## config.mk

```make
export PLATFORM = sky130hd
export DESIGN_NAME = serial_rx4
export DESIGN_NICKNAME = d
export VERILOG_FILES = /design/src/rtl/serial_rx4.sv
export SDC_FILE = /design/constraint.sdc
export NUM_CORES = 1
export LEC_CHECK = 0
export CAP_MARGIN = 10
export CORE_AREA = 2 2 49 51
export DETAILED_ROUTE_END_ITERATION = 8
export DIE_AREA = 0 0 51 53
export GPL_TIMING_DRIVEN = 0
export PLACE_DENSITY = 0.66
export SYNTH_ARGS = -nofsm -noshare
export SYNTH_HDL_FRONTEND = slang
export SYNTH_SLANG_ARGS = --single-unit
```

## constraint.sdc

```tcl
create_clock -name clk -period 2 [get_ports clk]
set_input_delay 0.4 -clock clk [delete_from_list [all_inputs] [get_ports clk]]
set_output_delay 0.4 -clock clk [all_outputs]
set_load 0.1 [all_outputs]
```

## src/rtl/serial_rx4.sv

```systemverilog
// serial_rx4 -- non-oversampled serial frame receiver.
// Frame: start(0), WIDTH data bits, optional even parity, stop(1); one bit per clk.
// Each received word is held on A with a valid/ack handshake. A good frame
// that arrives while an unconsumed word is still held is dropped and flagged
// by the sticky overrun output.
module serial_rx4 #(
  parameter int WIDTH     = 4,
  parameter int PARITY_EN = 1
) (
  input  logic             clk,
  input  logic             clear,
  input  logic             S_in,
  input  logic             dir,
  input  logic             ack,
  output logic [WIDTH-1:0] A,
  output logic             valid,
  output logic             par_err,
  output logic             frm_err,
  output logic             overrun
);

  localparam int CW = $clog2(WIDTH) + 1;

  localparam logic [2:0] IDLE      = 3'd0;
  localparam logic [2:0] DATA      = 3'd1;
  localparam logic [2:0] PARITY    = 3'd2;
  localparam logic [2:0] STOP      = 3'd3;
  localparam logic [2:0] WAIT_HIGH = 3'd4;

  logic [2:0]       state_reg;
  logic [CW-1:0]    cnt_reg;
  logic [WIDTH-1:0] shift_reg;
  logic             dir_reg;
  logic             bad_reg;

  // Next shift-register contents for each bit order.
  logic [WIDTH-1:0] lsb_first_next;
  logic [WIDTH-1:0] msb_first_next;
  logic [WIDTH-1:0] shift_next;

  // LSB-first: new bit enters at the top and moves down toward bit 0.
  // MSB-first: new bit enters at bit 0 and moves up toward the top.
  genvar gi;
  generate
    for (gi = 0; gi < WIDTH; gi++) begin : g_shift
      if (gi == WIDTH - 1) begin : g_top
        assign lsb_first_next[gi] = S_in;
      end else begin : g_mid_l
        assign lsb_first_next[gi] = shift_reg[gi+1];
      end
      if (gi == 0) begin : g_bot
        assign msb_first_next[gi] = S_in;
      end else begin : g_mid_m
        assign msb_first_next[gi] = shift_reg[gi-1];
      end
    end
  endgenerate

  assign shift_next = dir_reg ? msb_first_next : lsb_first_next;

  // A frame is good when the stop bit is high and no parity mismatch was seen.
  logic stop_ok;
  logic good_frame;
  assign stop_ok    = (state_reg == STOP) && S_in;
  assign good_frame = stop_ok && !bad_reg;

  // Frame-level state machine: start detection, data shift, parity, stop.
  always_ff @(posedge clk) begin
    if (clear) begin
      state_reg <= IDLE;
      cnt_reg   <= '0;
      shift_reg <= '0;
      dir_reg   <= 1'b0;
      bad_reg   <= 1'b0;
    end else begin
      case (state_reg)
        IDLE: begin
          if (!S_in) begin
            dir_reg   <= dir;
            cnt_reg   <= '0;
            shift_reg <= '0;
            bad_reg   <= 1'b0;
            state_reg <= DATA;
          end
        end
        DATA: begin
          shift_reg <= shift_next;
          cnt_reg   <= cnt_reg + 1'b1;
          if (cnt_reg == CW'(WIDTH - 1)) begin
            state_reg <= (PARITY_EN != 0) ? PARITY : STOP;
          end
        end
        PARITY: begin
          // Even parity: data bits XOR parity bit must be 0.
          bad_reg   <= (^shift_reg) ^ S_in;
          state_reg <= STOP;
        end
        STOP: begin
          state_reg <= S_in ? IDLE : WAIT_HIGH;
        end
        WAIT_HIGH: begin
          if (S_in) begin
            state_reg <= IDLE;
          end
        end
        default: state_reg <= IDLE;
      endcase
    end
  end

  // Output word, handshake, error pulses and sticky overrun.
  always_ff @(posedge clk) begin
    if (clear) begin
      A       <= '0;
      valid   <= 1'b0;
      par_err <= 1'b0;
      frm_err <= 1'b0;
      overrun <= 1'b0;
    end else begin
      par_err <= stop_ok && bad_reg;
      frm_err <= (state_reg == STOP) && !S_in;
      if (valid && ack) begin
        valid <= 1'b0;
      end
      if (good_frame) begin
        if (!valid || ack) begin
          A     <= shift_reg;
          valid <= 1'b1;
        end else begin
          overrun <= 1'b1;
        end
      end
    end
  end

endmodule

```

==> results of run 1 <==
metrics by stage:
stage                     utilization (%)  area, sq um  instances
after floorplan                         -          947        106
after global placement               50.8         1090        145
after detailed placement             50.8         1090        145
after CTS                            51.4         1100        148
after global routing                 51.4         1100        148
final                                51.4         1100        148
cells in the final DEF (no fill, tap or decap):
master and instances:
dfxtp_1 20, a21oi_1 13, nand2_1 8, dlygate4sd2_1 8
o21ai_0 7, nor2_1 7, o31ai_1 5, clkbuf_1 4
nand2b_1 4, mux2_2 4, nand4_1 4, inv_1 3
nor2b_1 3, clkbuf_4 3, clkdlybuf4s50_1 3, buf_2 2
nor3b_2 2, mux2i_1 2, xnor2_1 2, nor3_1 2
ha_1 2, buf_6 1, or2_0 1, nor4_1 1
xnor3_1 1, o311ai_0 1, and2_0 1, or3b_4 1
nand3_1 1, a31oi_1 1, o22ai_1 1, and2_1 1
and3b_1 1
power groups by stage:
stage	Sequential [mW]	Clock, mW	Combinational [mW]
6_report	0.412	0.192	0.0645
3_5_place_dp	0.421	0	0.0645
5_1_grt	0.413	0.205	0.0722
4_1_cts	0.412	0.202	0.0648
2_1_floorplan	0.419	0	0.0473
3_3_place_gp	0.421	0	0.0623
worst max-delay path by stage:
| stage | from | end | slack [ns] |
|---|---|---|---|
| final | valid$_SDFF_PP0_ | valid | 0.08 |
| after global routing | valid$_SDFF_PP0_ | valid | 0.03 |
| after CTS | valid$_SDFF_PP0_ | valid | 0.05 |
| after detailed placement | valid$_SDFF_PP0_ | valid | 0.13 |
| after global placement | valid$_SDFF_PP0_ | valid | 0.14 |
| after floorplan | valid$_SDFF_PP0_ | A[0]$_SDFFE_PP0P_ | 0.34 |
kinds of logic after synthesis:
kind of cell / count (synthesis)
flip-flops: 20
XOR/XNOR: 3
AND/OR/NAND/NOR: 37
adder cells (fa/ha/maj): 2
AO/OA/AOI/OAI: 28
buffers and inverters: 10
multiplexers: 6
area by class of cell:
type	instances	area, sq um	area share, %
Clock buffer	3	22.5	2.04
Tap cell	28	35.0	3.17
Inverter	3	11.3	1.02
Multi-Input combinational cell	76	499	45.2
Buffer	7	36.3	3.28
Timing Repair Buffer	11	100	9.06
Sequential cell	20	400	36.2
timing repair:
item | CTS | global route
gates resized for setup | 8 | 0
endpoints found under the setup margin | 8 | 0
hold buffers | 0 | 0
metal layers:
layer	track usage, %	wire [um]
met5	0	0
met4	8.11	31
met3	2.54	51
met2	24.9	887
met1	20.0	929
==> impl_metrics.ini, run 1 <==
[grt]
grt_max_degree = 11
antenna_found_initial = 0
grt_pass1_vias = 726
grtUsageTotal_pct = 15.5
grt_pass1_wl_um = 3130
grt-ovfl-total = 0

[sta]
relSlewSlack_pct = 36.3
setup-tns-final_ns = 0
max_freq_mhz = 520
fin_ws_ns = 0.0756
post-route-min-period_ns = 1.92
setup_viol = 0
whs_ns = 0.471
final_hold_viol_count = 0
period_share_pct = 96.2
skew_ns = 0.00222
worstMarginPinSlew_ns = 0.959
rsz0062_at_grt = false
drv_slew = 0

[clock_tree]
clk_path_buf_depth = 2
clk_latency_ns = 0.30
htree_levels = 1
cts_root_buffer = clkbuf_4
path_clk_slew_ns = 0.11
postCtsSetupBuffers = 0
cts_tree = done
cts_buffers = 3
clkSinkCount = 20

[logic_synthesis]
ys.flop_type = dfxtp_1
syn-num-nets = 113
synthAdderAreaFrac_pct = 2.64
yosys_warnings = 0
synth_edf_count = 0
synthXorXnorAreaFrac_pct = 4.23
synthArstFlopShare_pct = 0
synth_mux_area_share_pct = 6.87
syn_area_per_cell_sq_um = 8.94
synth_most_common_cell = dfxtp_1
netlist_instances = 106
synth_seq_cells = 20
synth.top_cell.area_share_pct = 42.3
synth_compound_area_share_pct = 16.8
yosys.area_share.simple_pct = 22.2
synth_area_sq_um = 947
synth_area_leaders = dfxtp_1 (42%), a21oi_1 (6.9%), mux2_2 (4.8%)
synth_area_leader_cell = dfxtp_1
synth.yosys.seq_area_share_pct = 42.3
synth.distinct_cells = 30
synth_top_family_by_area = simple AND/OR/NAND/NOR gates
synthTopCellsByCount = dfxtp_1 (20), a21oi_1 (13), nand2_1 (8), nor2_1 (7), o21ai_0 (7)

[cells_and_area]
fillCellCount = 220
num_antenna_cells = 0
area_growth_pct = 16.6
drive_above_1_share_pct = 10.8
fin_nets = 129

[setup_path]
path_cells = dlygate4sd2_1
ff2ff_setup_slack_ns = 0.66
rr_endpoint = A[3]$_SDFFE_PP0P_
critPathMaxFanout = 3
crit_family = buffers and inverters
worstSetupPathType = reg -> out
reg2reg_from = state_reg[2]$_SDFFE_PP0P_
max_stage_delay_ns = 0.86
startpoint_type = flip-flop
critPathBufInv = 1
r2r_cells = 4
critPathArrivalTime_ns = 1.52
cp.depth = 1
slowest_stage = dlygate4sd2_1
cp.required_ns = 1.60
worstSetupEndpointType = output pin

[status]
status = finished clean

[power]
total_power_uw = 669
clkPwrFrac_pct = 28.8
p_int_uw = 505
power_frac_comb_pct = 9.6
switching_power_uw = 164
power.density_nw_per_um2 = 605
sw_frac_of_total_pct = 24.5
ir_drop_v = 0.000346
power_frac_seq_pct = 61.6
power.leakage_nw = 0.426

[routing]
first_iter_violations = 8
postRouteAntennaNets = 0
wl_per_cell_um = 12.8
routed_via_density = 5.39
vias = 798
first_pass_iters = 4
drcViolationCount = 0
routed_wl_um = 1900

[die]
fp-row-count = 17
die_w_um = 51
initial_core_util_pct = 44.1
core-area_sq_um = 2150
ios = 13
fp.dieH_um = 53
die_area_sq_um = 2700

[hold_path]
hold_depth = 2
hp-class = in -> reg
hold_start = clear
worstHoldEndpoint = A[1]$_SDFFE_PP0P_

[placement]
port_buffers = 11
dp_slack_ns = 0.126
dp_hpwl_um = 1390
place_congestion = 0.742

[flow_run]
maxCapViolCount = 0
No activity file was read; power rests on OpenSTA's default activity.
==> run 2: changes to the inputs <==
--- a/config.mk
+++ b/config.mk
@@ -7,6 +7,7 @@
 export LEC_CHECK = 0
 export CAP_MARGIN = 10
 export CORE_AREA = 2 2 49 51
+export CTS_CLUSTER_DIAMETER = 200
 export DETAILED_ROUTE_END_ITERATION = 8
 export DIE_AREA = 0 0 51 53
 export GPL_TIMING_DRIVEN = 0
==> results of run 2 <==
The final DEF is identical to that of run 1; final timing and power are the same.
==> edit 1, RTL diff (config.mk and constraints of run 2) <==
Change the parameter `WIDTH` from 4 to 2.
--- a/src/rtl/serial_rx4.sv
+++ b/src/rtl/serial_rx4.sv
@@ -4,7 +4,7 @@
 // that arrives while an unconsumed word is still held is dropped and flagged
 // by the sticky overrun output.
 module serial_rx4 #(
-  parameter int WIDTH     = 4,
+  parameter int WIDTH     = 2,
   parameter int PARITY_EN = 1
 ) (
   input  logic             clk,
Ports: changed (resized A); port bits go from 13 to 11. The function was not compared with the original's and may differ.
==> edit 1 against run 2 <==
- sequential cell count decreased by 5
- highest routed layer unchanged
- area after synthesis decreased by 23%
- cell count decreased by 22%
- final area decreased by 21%
- register-to-register slack improved by 0.24 ns
- critical path depth unchanged
- worst setup slack improved by 0.067 ns
- clock skew increased by 0.0010 ns
- sequential power decreased by 24%
- total power decreased by 17%
- wire length decreased by 34%
==> edit 1: results (changes against run 2) <==
[placement]
dpl_cell_area_um2=858  ; -21%
place_ws_ns=0.156  ; +0.0298 ns
place_congestion=0.767  ; +3.4%
place_inst=112  ; -23%
port_buffers=9  ; -2
hpwl_um=945  ; -32%

[logic_synthesis]
synth_area_leaders=dfxtp_1 41%, buf_6 4.6%, a21oi_1 4.1%
ys_top_cells_by_count=15 x dfxtp_1, 6 x a21oi_1, 6 x nand2_1, 6 x nor2_1
synth_cell_types=31  ; +3.3%
syn_inst=75  ; -29%
synth_nets=81  ; -28%
synth-xor-area-share=0.0341  ; -0.00814
synth_compound_area_frac=0.130  ; -0.0381
synth_mux_area_frac=0.0717  ; +0.00298
synthAdderAreaFrac=0.0171  ; -0.00936
yosysSeqAreaShare=0.410  ; -0.0132

[clocking]
cts_buffers=3  ; unchanged
clkSlewWorstSetupHoldPaths_ns=0.09  ; -0.02 ns
clk_latency_ns=0.27  ; -0.03 ns

[sta]
fin_hold_ws_ns=0.344  ; -0.127 ns
worst_slack_ns=0.143  ; +0.0674 ns
worst_pin_slew_ns=0.951  ; -0.00869 ns
clock-skew-final_ns=0.00326  ; +0.00104 ns

[routing]
dr.first_iter.drc_count=7  ; -1
drt_wl_total_mm=1.25  ; -34%
post_drt_wl_per_cell_um=10.8  ; -16%
dr_total_vias=555  ; -30%
detail_route.first_pass.iterations=3  ; -1

[worst_setup_path]
crit_fanout=2  ; -1
cp_slowest_cell=dlygate4sd2_1
max_stage_delay_ns=0.85
r2r_slack_ns=0.90  ; +0.24 ns

[pwr]
ir_drop_mv=0.244  ; -29%
leakage_uw=0.000361  ; -15%

[final_layout]
layout-drive-gt1-share=0.182  ; +0.0735
fin_nets=95  ; -26%
antennaDiodeCount=0  ; unchanged

[global_route]
track_usage=0.113  ; -0.0425
grt_pass1_vias=521  ; -28%
grt_pass1_wl_mm=2.19  ; -30%

[status]
status=finished clean

edit 1: report_power, final:
group          leakage [µW]  total (µW)  internal (µW)  switching, µW
Clock             0.0000150         166           77.1           89.1
Combinational      0.000224        74.4           36.6           37.8
Sequential         0.000122         315            307           7.14
edit 1: final timing paths:
kind           startpoint      endpoint  cells past startpoint
max                  A[0]          A[0]                      1
min                  S_in  state_reg[2]                      2
max reg2reg  state_reg[2]          A[1]                      4
min reg2reg          A[0]          A[0]                      2
edit 1: cells by family (layout without fill, tap and decap cells):
| logic type | Yosys count | in the layout |
|---|---|---|
| AOI/OAI and AO/OA | 15 | 15 |
| xor gates and xnor gates | 2 | 2 |
| adders and majority gates | 1 | 1 |
| buffers and inverters | 7 | 20 |
| DFF | 15 | 15 |
| muxes | 5 | 5 |
| and+or+nand+nor | 30 | 30 |
edit 1: layout make-up:
type	count	area (µm²)
fill	223	1270
multi-input combinational	53	382
sequential	15	300
timing repair buffer	9	82.6
buffer	5	43.8
tap	28	35.0
clock buffer	4	26.3
inverter	2	7.51
edit 1: layer usage:
layer | track usage | share of wire | vias to the layer above
met2 | 0.195 | 0.49 | 7
met5 | 0 | 0 | -
met4 | 0.0676 | 0.021 | 0
met3 | 0.0254 | 0.024 | 2
li1 | - | - | 282
met1 | 0.127 | 0.47 | 264
edit 1: per-stage QoR:
stage,util,power (µW)
after global placement,0.400,394
final,0.408,555
after global routing,0.408,591
after CTS,0.408,563
after floorplan,-,378
after detailed placement,0.400,397
edit 1: repair_timing:
action                                 CTS  global route
gates resized for setup                  6             0
setup endpoints to repair                6             0
endpoints found under the hold margin    0             0
==> edit 2, RTL diff (config.mk and constraints of run 2) <==
Without the edit above. Put one more register stage on the output `overrun`. The value now appears one clock later. The other outputs are not delayed to match.
--- a/src/rtl/serial_rx4.sv
+++ b/src/rtl/serial_rx4.sv
@@ -26,6 +26,8 @@
   localparam logic [2:0] PARITY    = 3'd2;
   localparam logic [2:0] STOP      = 3'd3;
   localparam logic [2:0] WAIT_HIGH = 3'd4;
+
+  logic overrun_s0;
 
   logic [2:0]       state_reg;
   logic [CW-1:0]    cnt_reg;
@@ -115,7 +117,7 @@
       valid   <= 1'b0;
       par_err <= 1'b0;
       frm_err <= 1'b0;
-      overrun <= 1'b0;
+      overrun_s0 <= 1'b0;
     end else begin
       par_err <= stop_ok && bad_reg;
       frm_err <= (state_reg == STOP) && !S_in;
@@ -127,11 +129,15 @@
           A     <= shift_reg;
           valid <= 1'b1;
         end else begin
-          overrun <= 1'b1;
+          overrun_s0 <= 1'b1;
         end
       end
     end
   end
 
+  always_ff @(posedge clk) begin
+    overrun <= overrun_s0;
+  end
+
 endmodule
 
Check against the original RTL: no difference found for any inputs over 10 cycles, from zero or initial values; that may be too few to reach the edited logic, so the function may still have changed.
==> edit 2 against run 2 <==
- via count unchanged
- final area rose by 2.3%
- area after synthesis rose by 2.1%
- critical path depth unchanged
- worst setup slack better by 0.0043 ns
- synthesized cell count increased by 0.94%
- wire length fell by 4.5%
- sequential cell count grew 1
- largest cell class unchanged
- total power is 4.5% higher
==> edit 2: results (changes against run 2) <==
[status]
status=finished clean

[pwr]
leakage_uw=0.000438  ; +2.8%
ir_drop_mv=0.354  ; +2.4%

[global_route]
antenna_found_initial=0  ; unchanged
met2_usage=0.260  ; +0.0108
grt_max_degree=13  ; +2
met3_usage=0.0282  ; +0.00282
track_usage=0.150  ; -0.00499
grt_pass1_vias=732  ; +0.83%
met1_usage=0.181  ; -0.0193
grt_pass1_wl_mm=3.01  ; -3.7%

[sta]
clock-skew-final_ns=0.00334  ; +0.00112 ns
slew_headroom=0.367  ; +0.00369
fin_hold_ws_ns=0.370  ; -0.101 ns
period_share=0.960  ; -0.00214

[routing]
drt-vias-per-instance=5.32  ; -1.3%
detail_route.first_pass.iterations=2  ; -2
dr.first_iter.drc_count=9  ; +1
drt_wl_total_mm=1.81  ; -4.5%

[logic_synthesis]
yosysSeqAreaShare=0.435  ; +0.0119
async_flop_share=0  ; unchanged
synth_area_leaders=dfxtp_1 43%, a21oi_1 6.7%, mux2_2 4.7%
synthAdderAreaFrac=0.0259  ; -0.000547
ys_top_cells_by_count=21 x dfxtp_1, 13 x a21oi_1, 8 x nand2_1
synth_nets=114  ; +0.88%
synth-xor-area-share=0.0414  ; -0.000875
synth_compound_area_frac=0.164  ; -0.00347
synth_mux_area_frac=0.0673  ; -0.00142

[placement]
place_ws_ns=0.139  ; +0.0126 ns
hpwl_mm=1.38  ; -1.0%
place_congestion=0.801  ; +8.0%
port_buffers=11  ; unchanged

[final_layout]
fin_nets=130  ; +0.78%
layout-drive-gt1-share=0.115  ; +0.00642

[worst_setup_path]
cp_data_arrival_time_ns=1.52  ; about the same

[clocking]
clkSlewWorstSetupHoldPaths_ns=0.12
postCtsSetupBuffers=0  ; unchanged

[worst_hold_path]
min_path_type=flip-flop to flip-flop

-- edit 2: layout make-up --
type / instances / area (µm²)
Multi-Input combinational cell: 76 / 499
Buffer: 7 / 36.3
Sequential cell: 21 / 420
Timing Repair Buffer: 11 / 100
Clock inverter: 1 / 5.00
Fill cell: 229 / 1020
Tap cell: 28 / 35.0
Clock buffer: 3 / 22.5
Inverter: 3 / 11.3
-- edit 2: cells by family after synthesis --
logic type	count (synthesis)
AOI/OAI and AO/OA	28
adders and majority gates	2
DFF	21
buffers and inverters	10
xor gates and xnor gates	3
and+or+nand+nor	37
muxes	6
-- edit 2: final timing paths --
| path | start | to | cells after the start |
|---|---|---|---|
| worst max-delay path | valid | valid | 1 |
| worst min-delay path | overrun_s0 | overrun | 0 |
| worst max register to register | state_reg[0] | dir_reg | 4 |
| worst min register to register | overrun_s0 | overrun | 0 |
-- edit 2: power by group --
part | internal [µW] | leakage [µW] | switching, µW
Sequential | 425 | 0.000170 | 6.94
Combinational | 29.6 | 0.000250 | 33.4
Clock | 74.4 | 0.0000177 | 129
Total | 529 | 0.000438 | 169
-- edit 2: metrics by stage --
step                cell area [µm²]   util  std cells
floorplan                       967      -        107
global placement               1110  0.518        146
detailed placement             1110  0.518        146
CTS                            1130  0.526        150
global route                   1130  0.526        150
finish                         1130  0.526        150
-- edit 2: per-layer routing --
metal	routed length [µm]	vias to the layer above
li1	-	410
met1	857	377
met2	883	9
met3	55	2
met4	17	0
met5	0	-
